<file path="src/rtl/sys_block_meas.sv">
// Board system block: ID/revision constants, scratch registers, uptime counter
// and gated edge-count frequency measurement of asynchronous aux clocks.
module sys_block_meas #(
  parameter logic [15:0] BOARD_ID    = 16'hdead,
  parameter logic [15:0] REV_MAJOR   = 16'haaaa,
  parameter logic [15:0] REV_MINOR   = 16'hbbbb,
  parameter logic [15:0] REV_RCS     = 16'hcccc,
  parameter int          NUM_SCRATCH = 2,
  parameter int          NUM_AUX     = 2,
  parameter logic [23:0] GATE_CYCLES = 24'd10000
) (
  input  logic               wb_clk_i,
  input  logic               wb_rst_i,
  input  logic               wb_cyc_i,
  input  logic               wb_stb_i,
  input  logic               wb_we_i,
  input  logic [1:0]         wb_sel_i,
  input  logic [31:0]        wb_adr_i,
  input  logic [15:0]        wb_dat_i,
  output logic [15:0]        wb_dat_o,
  output logic               wb_ack_o,
  input  logic [NUM_AUX-1:0] aux_clk
);

  // state   | meaning
  // S_IDLE  | no window; counters held clear
  // S_RUN   | gate window open, edges counted
  // S_LATCH | one cycle: publish counts to FREQ, set done, bump gen
  typedef enum logic [1:0] {S_IDLE, S_RUN, S_LATCH} state_t;

  state_t              r_state, w_state_nxt;
  logic                r_ack;
  logic [15:0]         r_dat;
  logic                r_meas_en, r_done;
  logic [7:0]          r_gen;
  logic [31:0]         r_uptime;
  logic [15:0]         r_shadow;
  logic [23:0]         r_gate;
  logic [NUM_AUX-1:0]  r_sync1, r_sync2, r_hist;
  logic [15:0]         r_scratch  [NUM_SCRATCH];
  logic [15:0]         r_freq     [NUM_AUX];
  logic [15:0]         r_edge_cnt [NUM_AUX];
  logic [15:0]         w_cnt_nxt  [NUM_AUX];
  logic [NUM_AUX-1:0]  w_rise;
  logic                w_accept, w_wr, w_start, w_done_clr, w_gate_end;
  logic [4:0]          w_idx;
  logic [15:0]         w_rdata;
  logic                w_unused_adr;

  assign w_accept     = wb_cyc_i & wb_stb_i & ~r_ack;
  assign w_wr         = w_accept & wb_we_i;
  assign w_idx        = wb_adr_i[5:1];
  assign w_start      = w_wr & (w_idx == 5'd4) & wb_sel_i[0] & wb_dat_i[1];
  assign w_done_clr   = w_wr & (w_idx == 5'd5) & wb_sel_i[0] & wb_dat_i[1];
  assign w_gate_end   = (r_gate == GATE_CYCLES - 24'd1);
  assign w_rise       = r_sync2 & ~r_hist;
  assign w_unused_adr = ^{wb_adr_i[31:6], wb_adr_i[0]};
  assign wb_ack_o     = r_ack;
  assign wb_dat_o     = r_dat;

  // Includes the edge seen this cycle, so LATCH can publish it directly.
  always_comb begin
    for (int n = 0; n < NUM_AUX; n++)
      w_cnt_nxt[n] = (r_edge_cnt[n] == 16'hFFFF) ? r_edge_cnt[n]
                                                 : r_edge_cnt[n] + 16'(w_rise[n]);
  end

  always_ff @(posedge wb_clk_i or posedge wb_rst_i) begin
    if (wb_rst_i) r_state <= S_IDLE;
    else          r_state <= w_state_nxt;
  end

  always_comb begin
    w_state_nxt = r_state;
    case (r_state)
      S_IDLE:  if (r_meas_en || w_start) w_state_nxt = S_RUN;
      S_RUN:   if (w_gate_end) w_state_nxt = S_LATCH;
      S_LATCH: w_state_nxt = r_meas_en ? S_RUN : S_IDLE;
      default: w_state_nxt = S_IDLE;
    endcase
  end

  always_ff @(posedge wb_clk_i or posedge wb_rst_i) begin
    if (wb_rst_i) begin
      r_gate  <= '0;
      r_sync1 <= '0;
      r_sync2 <= '0;
      r_hist  <= '0;
      r_done  <= 1'b0;
      r_gen   <= '0;
      for (int n = 0; n < NUM_AUX; n++) begin
        r_edge_cnt[n] <= '0;
        r_freq[n]     <= '0;
      end
    end else begin
      r_sync1 <= aux_clk;
      r_sync2 <= r_sync1;
      r_hist  <= r_sync2;
      case (r_state)
        S_RUN: begin
          r_gate <= r_gate + 24'd1;
          for (int n = 0; n < NUM_AUX; n++) r_edge_cnt[n] <= w_cnt_nxt[n];
        end
        S_LATCH: begin
          r_gate <= '0;
          for (int n = 0; n < NUM_AUX; n++) begin
            r_freq[n]     <= w_cnt_nxt[n];
            r_edge_cnt[n] <= '0;
          end
        end
        default: begin
          r_gate <= '0;
          for (int n = 0; n < NUM_AUX; n++) r_edge_cnt[n] <= '0;
        end
      endcase
      // A LATCH wins over a simultaneous done clear.
      if (r_state == S_LATCH) begin
        r_done <= 1'b1;
        r_gen  <= r_gen + 8'd1;
      end else if (w_done_clr) begin
        r_done <= 1'b0;
      end
    end
  end

  always_comb begin
    w_rdata = '0;
    case (w_idx)
      5'd0:    w_rdata = BOARD_ID;
      5'd1:    w_rdata = REV_MAJOR;
      5'd2:    w_rdata = REV_MINOR;
      5'd3:    w_rdata = REV_RCS;
      5'd4:    w_rdata = {15'd0, r_meas_en};
      5'd5:    w_rdata = {r_gen, 6'd0, r_done, (r_state == S_RUN)};
      5'd6:    w_rdata = r_uptime[15:0];
      5'd7:    w_rdata = r_shadow;
      default: w_rdata = '0;
    endcase
    for (int i = 0; i < NUM_SCRATCH; i++)
      if (w_idx == 5'(8 + i)) w_rdata = r_scratch[i];
    for (int n = 0; n < NUM_AUX; n++)
      if (w_idx == 5'(16 + n)) w_rdata = r_freq[n];
  end

  always_ff @(posedge wb_clk_i or posedge wb_rst_i) begin
    if (wb_rst_i) begin
      r_ack     <= 1'b0;
      r_dat     <= '0;
      r_meas_en <= 1'b0;
      r_uptime  <= '0;
      r_shadow  <= '0;
      for (int i = 0; i < NUM_SCRATCH; i++) r_scratch[i] <= '0;
    end else begin
      r_ack    <= w_accept;
      r_uptime <= r_uptime + 32'd1;
      if (w_accept) r_dat <= w_rdata;
      // Snapshot the high half when the low half is read so LO/HI pairs agree.
      if (w_accept && !wb_we_i && w_idx == 5'd6) r_shadow <= r_uptime[31:16];
      if (w_wr && w_idx == 5'd4 && wb_sel_i[0]) r_meas_en <= wb_dat_i[0];
      for (int i = 0; i < NUM_SCRATCH; i++) begin
        if (w_wr && w_idx == 5'(8 + i)) begin
          if (wb_sel_i[0]) r_scratch[i][7:0]  <= wb_dat_i[7:0];
          if (wb_sel_i[1]) r_scratch[i][15:8] <= wb_dat_i[15:8];
        end
      end
    end
  end

endmodule

</file>
<file path="config.mk">
export PLATFORM = sky130hd
export DESIGN_NAME = sys_block_meas
export DESIGN_NICKNAME = d
export VERILOG_FILES = /design/src/rtl/sys_block_meas.sv
export SDC_FILE = /design/constraint.sdc
export NUM_CORES = 1
export LEC_CHECK = 0
export ABC_CLOCK_PERIOD_IN_PS = 20200
export CORE_MARGIN = 2
export CORE_UTILIZATION = 60
export DETAILED_ROUTE_END_ITERATION = 8
export PLACE_DENSITY_LB_ADDON = 0.3
export SLEW_MARGIN = 20
export SYNTH_ARGS = -nofsm -noshare
export SYNTH_HDL_FRONTEND = slang
export SYNTH_SLANG_ARGS = --single-unit
</file>
<file path="constraint.sdc">
create_clock -name wb_clk_i -period 20.2 [get_ports wb_clk_i]
set_input_delay 3.03 -clock wb_clk_i [delete_from_list [all_inputs] [get_ports wb_clk_i]]
set_output_delay 3.03 -clock wb_clk_i [all_outputs]
set_load 0.02 [all_outputs]
</file>
# After elaboration in Yosys (flattened, before gate mapping)
# Index checks and enable logic that the tools add are counted.
# totals
regBits	203
# op_classes
n_addsub	5
n_eq_ne	18
n_mux	15
bitwise_logic	12
reduce_logical	16
# op_table
operator	n
16-bit one-hot mux with 8 select lines	1
16-bit two-way mux	6
16-bit by 1-bit adder with 16-bit output	2
32-bit by 1-bit adder with 32-bit output (second input constant)	1
16-bit equality test (second input constant)	2
32-bit two-way mux	1
24-bit by 1-bit adder with 24-bit output (second input constant)	1
24-bit by 14-bit equality test with 1-bit output (second input constant)	1
24-bit two-way mux	1
5-bit by 3-bit equality test with 1-bit output (second input constant)	4
5-bit by 2-bit equality test with 1-bit output (second input constant)	2
5-bit by 4-bit equality test with 1-bit output (second input constant)	2
5-bit equality test (second input constant)	2
2-bit AND reduction	5
1-bit AND	9
8-bit by 1-bit adder with 8-bit output (second input constant)	1
1-bit logical AND	6
2-bit one-hot mux with 3 select lines	1
5-bit by 1-bit equality test with 1-bit output (second input constant)	1
5-bit zero test	1
2-bit two-way mux	2
2-bit != test (second input constant)	2
1-bit two-way mux	3
2-bit AND	1
other kinds (8)	8

# Logic depth before layout (Yosys ltp)
# depth
word_depth	9
depth_mapped	8
depth_no_buf	8

# Worst setup path after synthesis
# Ideal clock, no wire load.
# synth_timing
path_type	input -> register
startpoint	input port wb_adr_i[1]
endpoint	register r_scratch[0] in the netlist's numbering
setup_time_ns	0.125
t_arrival_ns	4.283
required_ns	20.075
setup_slack_ns	15.793
path_stages	6
n_path_buf	2
path_cell_list	buf_2 -> nor2b_1 -> buf_2 -> nand2_1 -> nor2_2 -> mux2_2
# synth_between
elab_chain_cells	3
# synth_rtl
item	line_no	text
from (decl)	18	input logic [31:0] wb_adr_i,
5-bit by 4-bit equality test with 1-bit output	161	if (w_wr && w_idx == 5'(8 + i)) begin
1-bit logical AND	161	
2-bit AND reduction (no source line)	n/a	
to (signal, indexed assignment)	162	if (wb_sel_i[0]) r_scratch[i][7:0] <= wb_dat_i[7:0];
to (signal, indexed assignment)	163	if (wb_sel_i[1]) r_scratch[i][15:8] <= wb_dat_i[15:8];
to (decl)	40	logic [15:0] r_scratch [NUM_SCRATCH];
# Every way passes these cells.
# A chain may end at the register's enable or synchronous reset.

# Final worst setup path
# layout_timing
startpoint	input port wb_adr_i[2]
endpoint	register r_scratch[6] in the netlist's numbering
# Same word-level chain as after synthesis.

==> out/qor.csv <==
metric,value,unit
Crit-path slowest cell,nor2b_1,
status,completed,
"CP delay by family, top",simple AND/OR/NAND/NOR gates,
endpoints failing setup,0,
CP Data Arrival Time,5.97,ns
CTS Sinks,203,
initial antenna violation count,0,
vias in the first global route,6945,
DR DRC count,0,
Finished Layout Cells,1195,
DIE AREA,0.0171,mm2
CP Data Required Time,20.57,ns
Setup crit end kind,flip-flop,
synth unique cells,63,
first-pass GRT wire length,36200,um
Worst-Margin Slew,1.10,ns
CTS tree,yes,
r2r setup slk,17.68,ns
clk buf depth,3,
final hold vios,0,
Bufs and invs on worst path,2,
Die Wd,131,um
setup tns final,0,ns
port buffer count,46,
top_reg_cell synth,dfrtp_1,
clk slew on worst S/H paths,0.07,ns
final WL,22600,um
Max Clock Skew,0.0284,ns
Pre-antenna DRT Iters,5,
CTS buffer count,21,
DR vias,7300,
drt wl/cell,18.9,um
CP Max Fanout,33,
total grt overflow,0,
Max-Cap Viols,0,
final net count,1030,
ys async rst share,1.00,
Initial Util,0.611,
number of synthesized flops with an enable pin,0,
WL met1,9960,um
relative slew slack,0.269,
post-CTS setup buffer count,0,
"Avg Cell Area, Syn",10.3,um2
core footprint,0.0158,mm2
Hold Path Class,reg2reg,
placed insts,1159,
RSZ-0062 raised after global routing,no,
diode count,0,
Synth area leaders,"dfrtp_1, mux2_2, xnor2_1",
Final period util,0.277,
H-Tree Level Count,1,
Critical Path Source Type,input port,
GRT Total Usage,0.271,
number of synthesized register bits,203,
cts repair resizes,0,
final core utilization,0.693,
# IOs,74,
Routed met2 length,10400,um
Synth warnings,0,
Detailed Place HPWL,15000,um
pwr/cell area,83.7,mW/mm2
Core Rows,46,
area fraction of the dominant cell type after synthesis,0.527,
Via density,6.11,
Yosys top cell by area,dfrtp_1,
fin crit period,5.60,ns
Worst-Skew Late Latency,0.51,ns
antenna-violating nets left,0,
"Seq/Total Area, Yosys",0.527,
CP Cell Sequence,clkdlybuf4s50_1 -> buf_4 -> nor2b_1 -> nand2_1 -> nor2_2 -> mux2_2,
Setup WS post-layout,14.60,ns
met3 wire len,1490,um
R2R Path Start,wb_ack_o,
initial DRC count,714,
Max stage delay on crit path,0.72,ns
max-slew violation total from the final report,0,
crit path from,wb_adr_i[2],
Syn-to-layout area delta,13.3,%
Synth Net Count,998,
Hold Startpoint,r_sync1[1],
GP Congestion,0.871,
Die Y,131,um
Top Metal Used,met4,
cts hold-fix bufs,0,
Syn Std Cell Area,0.00964,mm2
Root Buffer,clkbuf_16,
Max Fclk,0.179,GHz
Lkg Pwr,4.82,nW
worst vdd ir,0.0678,mV
pre-CTS setup slack,14.22,ns
largest net degree at the start of global routing,121,
Post-Syn Instances,934,
Setup CP Type,in2reg,
share of layout cells above drive strength 1,0.117,
-- registers in the layout, summed over array words and instances (netlist names) --
name / cells
r_done: 1
r_edge_cnt: 32
r_freq: 32
r_gate: 24
r_gen: 8
r_hist: 2
r_meas_en: 1
r_scratch: 32
r_shadow: 16
r_state: 2
r_sync1: 2
r_sync2: 2
r_uptime: 32
wb_ack_o: 1
wb_dat_o: 16
-- worst register-to-register path: cells and delay by family (launching register included) --
family | cells | cell delay (ns)
AND/OR/NAND/NOR | 3 | 1.03
flip-flops | 1 | 0.34
buffers and inverters | 1 | 0.66
multiplexers | 1 | 0.35
-- through the flow --
step                      area, um2  total power, W  hold slack [ns]
after floorplan                9640        0.000501            0.331
after detailed placement      10200        0.000536            0.335
after global routing          10900        0.000946            0.349
after CTS                     10900        0.000918            0.347
after global placement        10200        0.000533            0.333
final                         10900        0.000914            0.344
-- cell usage after synthesis, drive strengths merged (2+ instances only) --
master   number
nor3b         6
or3b          2
mux2         55
a221oi        8
and4          7
o211ai        4
a22oi         6
a32oi         3
a2bb2oi       2
nand3        34
a22o         10
o2bb2ai       4
clkbuf       24
xnor2        49
o31ai         6
or2           4
or3           8
dfrtp       203
o221ai        8
nor3         22
xor2         28
mux2i         7
a21oi        22
ha            7
nand2b       11
a31oi         3
nand4        19
and3         15
o21ai        59
nand3b        2
inv          15
nor4          9
nand2        96
and2          9
o2111ai       2
buf          17
nor2        107
a211oi        5
nor2b         8
o22ai        16
-- placed cells by master (no fill, tap or decap), types with 8 or more instances in the layout --
master | synthesis | routed
a21oi_1 | 22 | 22
a221oi_1 | 8 | 8
a22o_1 | 10 | 10
and2_1 | 9 | 9
and3_1 | 14 | 14
clkbuf_16 | 0 | 21
clkdlybuf4s50_1 | 0 | 45
dfrtp_1 | 203 | 203
inv_1 | 15 | 14
mux2_2 | 55 | 55
nand2_1 | 96 | 96
nand2b_1 | 11 | 10
nand3_1 | 33 | 33
nand4_1 | 18 | 18
nor2_1 | 103 | 103
nor2b_1 | 8 | 8
nor3_1 | 21 | 20
o21ai_0 | 59 | 59
o221ai_1 | 8 | 8
o22ai_1 | 16 | 16
or3_1 | 8 | 8
xnor2_1 | 49 | 49
xor2_1 | 28 | 28
-- final cells by class --
class / count / area [um2]
flip-flops and latches: 203 / 5080
fillers: 1196 / 4840
multi-input cells: 674 / 4340
clock buffers: 28 / 602
repair buffers: 50 / 489
well taps: 216 / 270
clock inverters: 8 / 76.3
inverters: 16 / 67.6
-- report_power, final --
part	internal (W)	switching, W	total, W
sequential	0.000426	0.0000205	0.000446
combinational	0.0000340	0.0000517	0.0000857
clock	0.000223	0.000160	0.000383
-- layer usage --
metal  up-vias  track usage
li1       3378            -
met1      3585        0.404
met2       280        0.417
met3        57       0.0342
met4         0       0.0951
met5         -            0
-- cell families after synthesis --
logic type,Yosys count,synth area share
flip-flops,203,0.527
buffers and inverters,57,0.0241
AO/OA/AOI/OAI,164,0.110
XOR/XNOR,77,0.0699
multiplexers,63,0.0738
adder cells (fa/ha/maj),7,0.00908
AND/OR/NAND/NOR,363,0.186
-- worst paths after layout --
kind / to / depth (start not counted)
max in group asynchronous: r_hist[0] / 3
worst max register to register: r_meas_en / 5
worst max-delay path: r_scratch[6] / 6
worst min register to register: r_sync2[1] / 0
worst min-delay path: r_sync2[1] / 0
min in group asynchronous: r_scratch[17] / 2
Note: power is estimated with default switching activity, not from simulation.
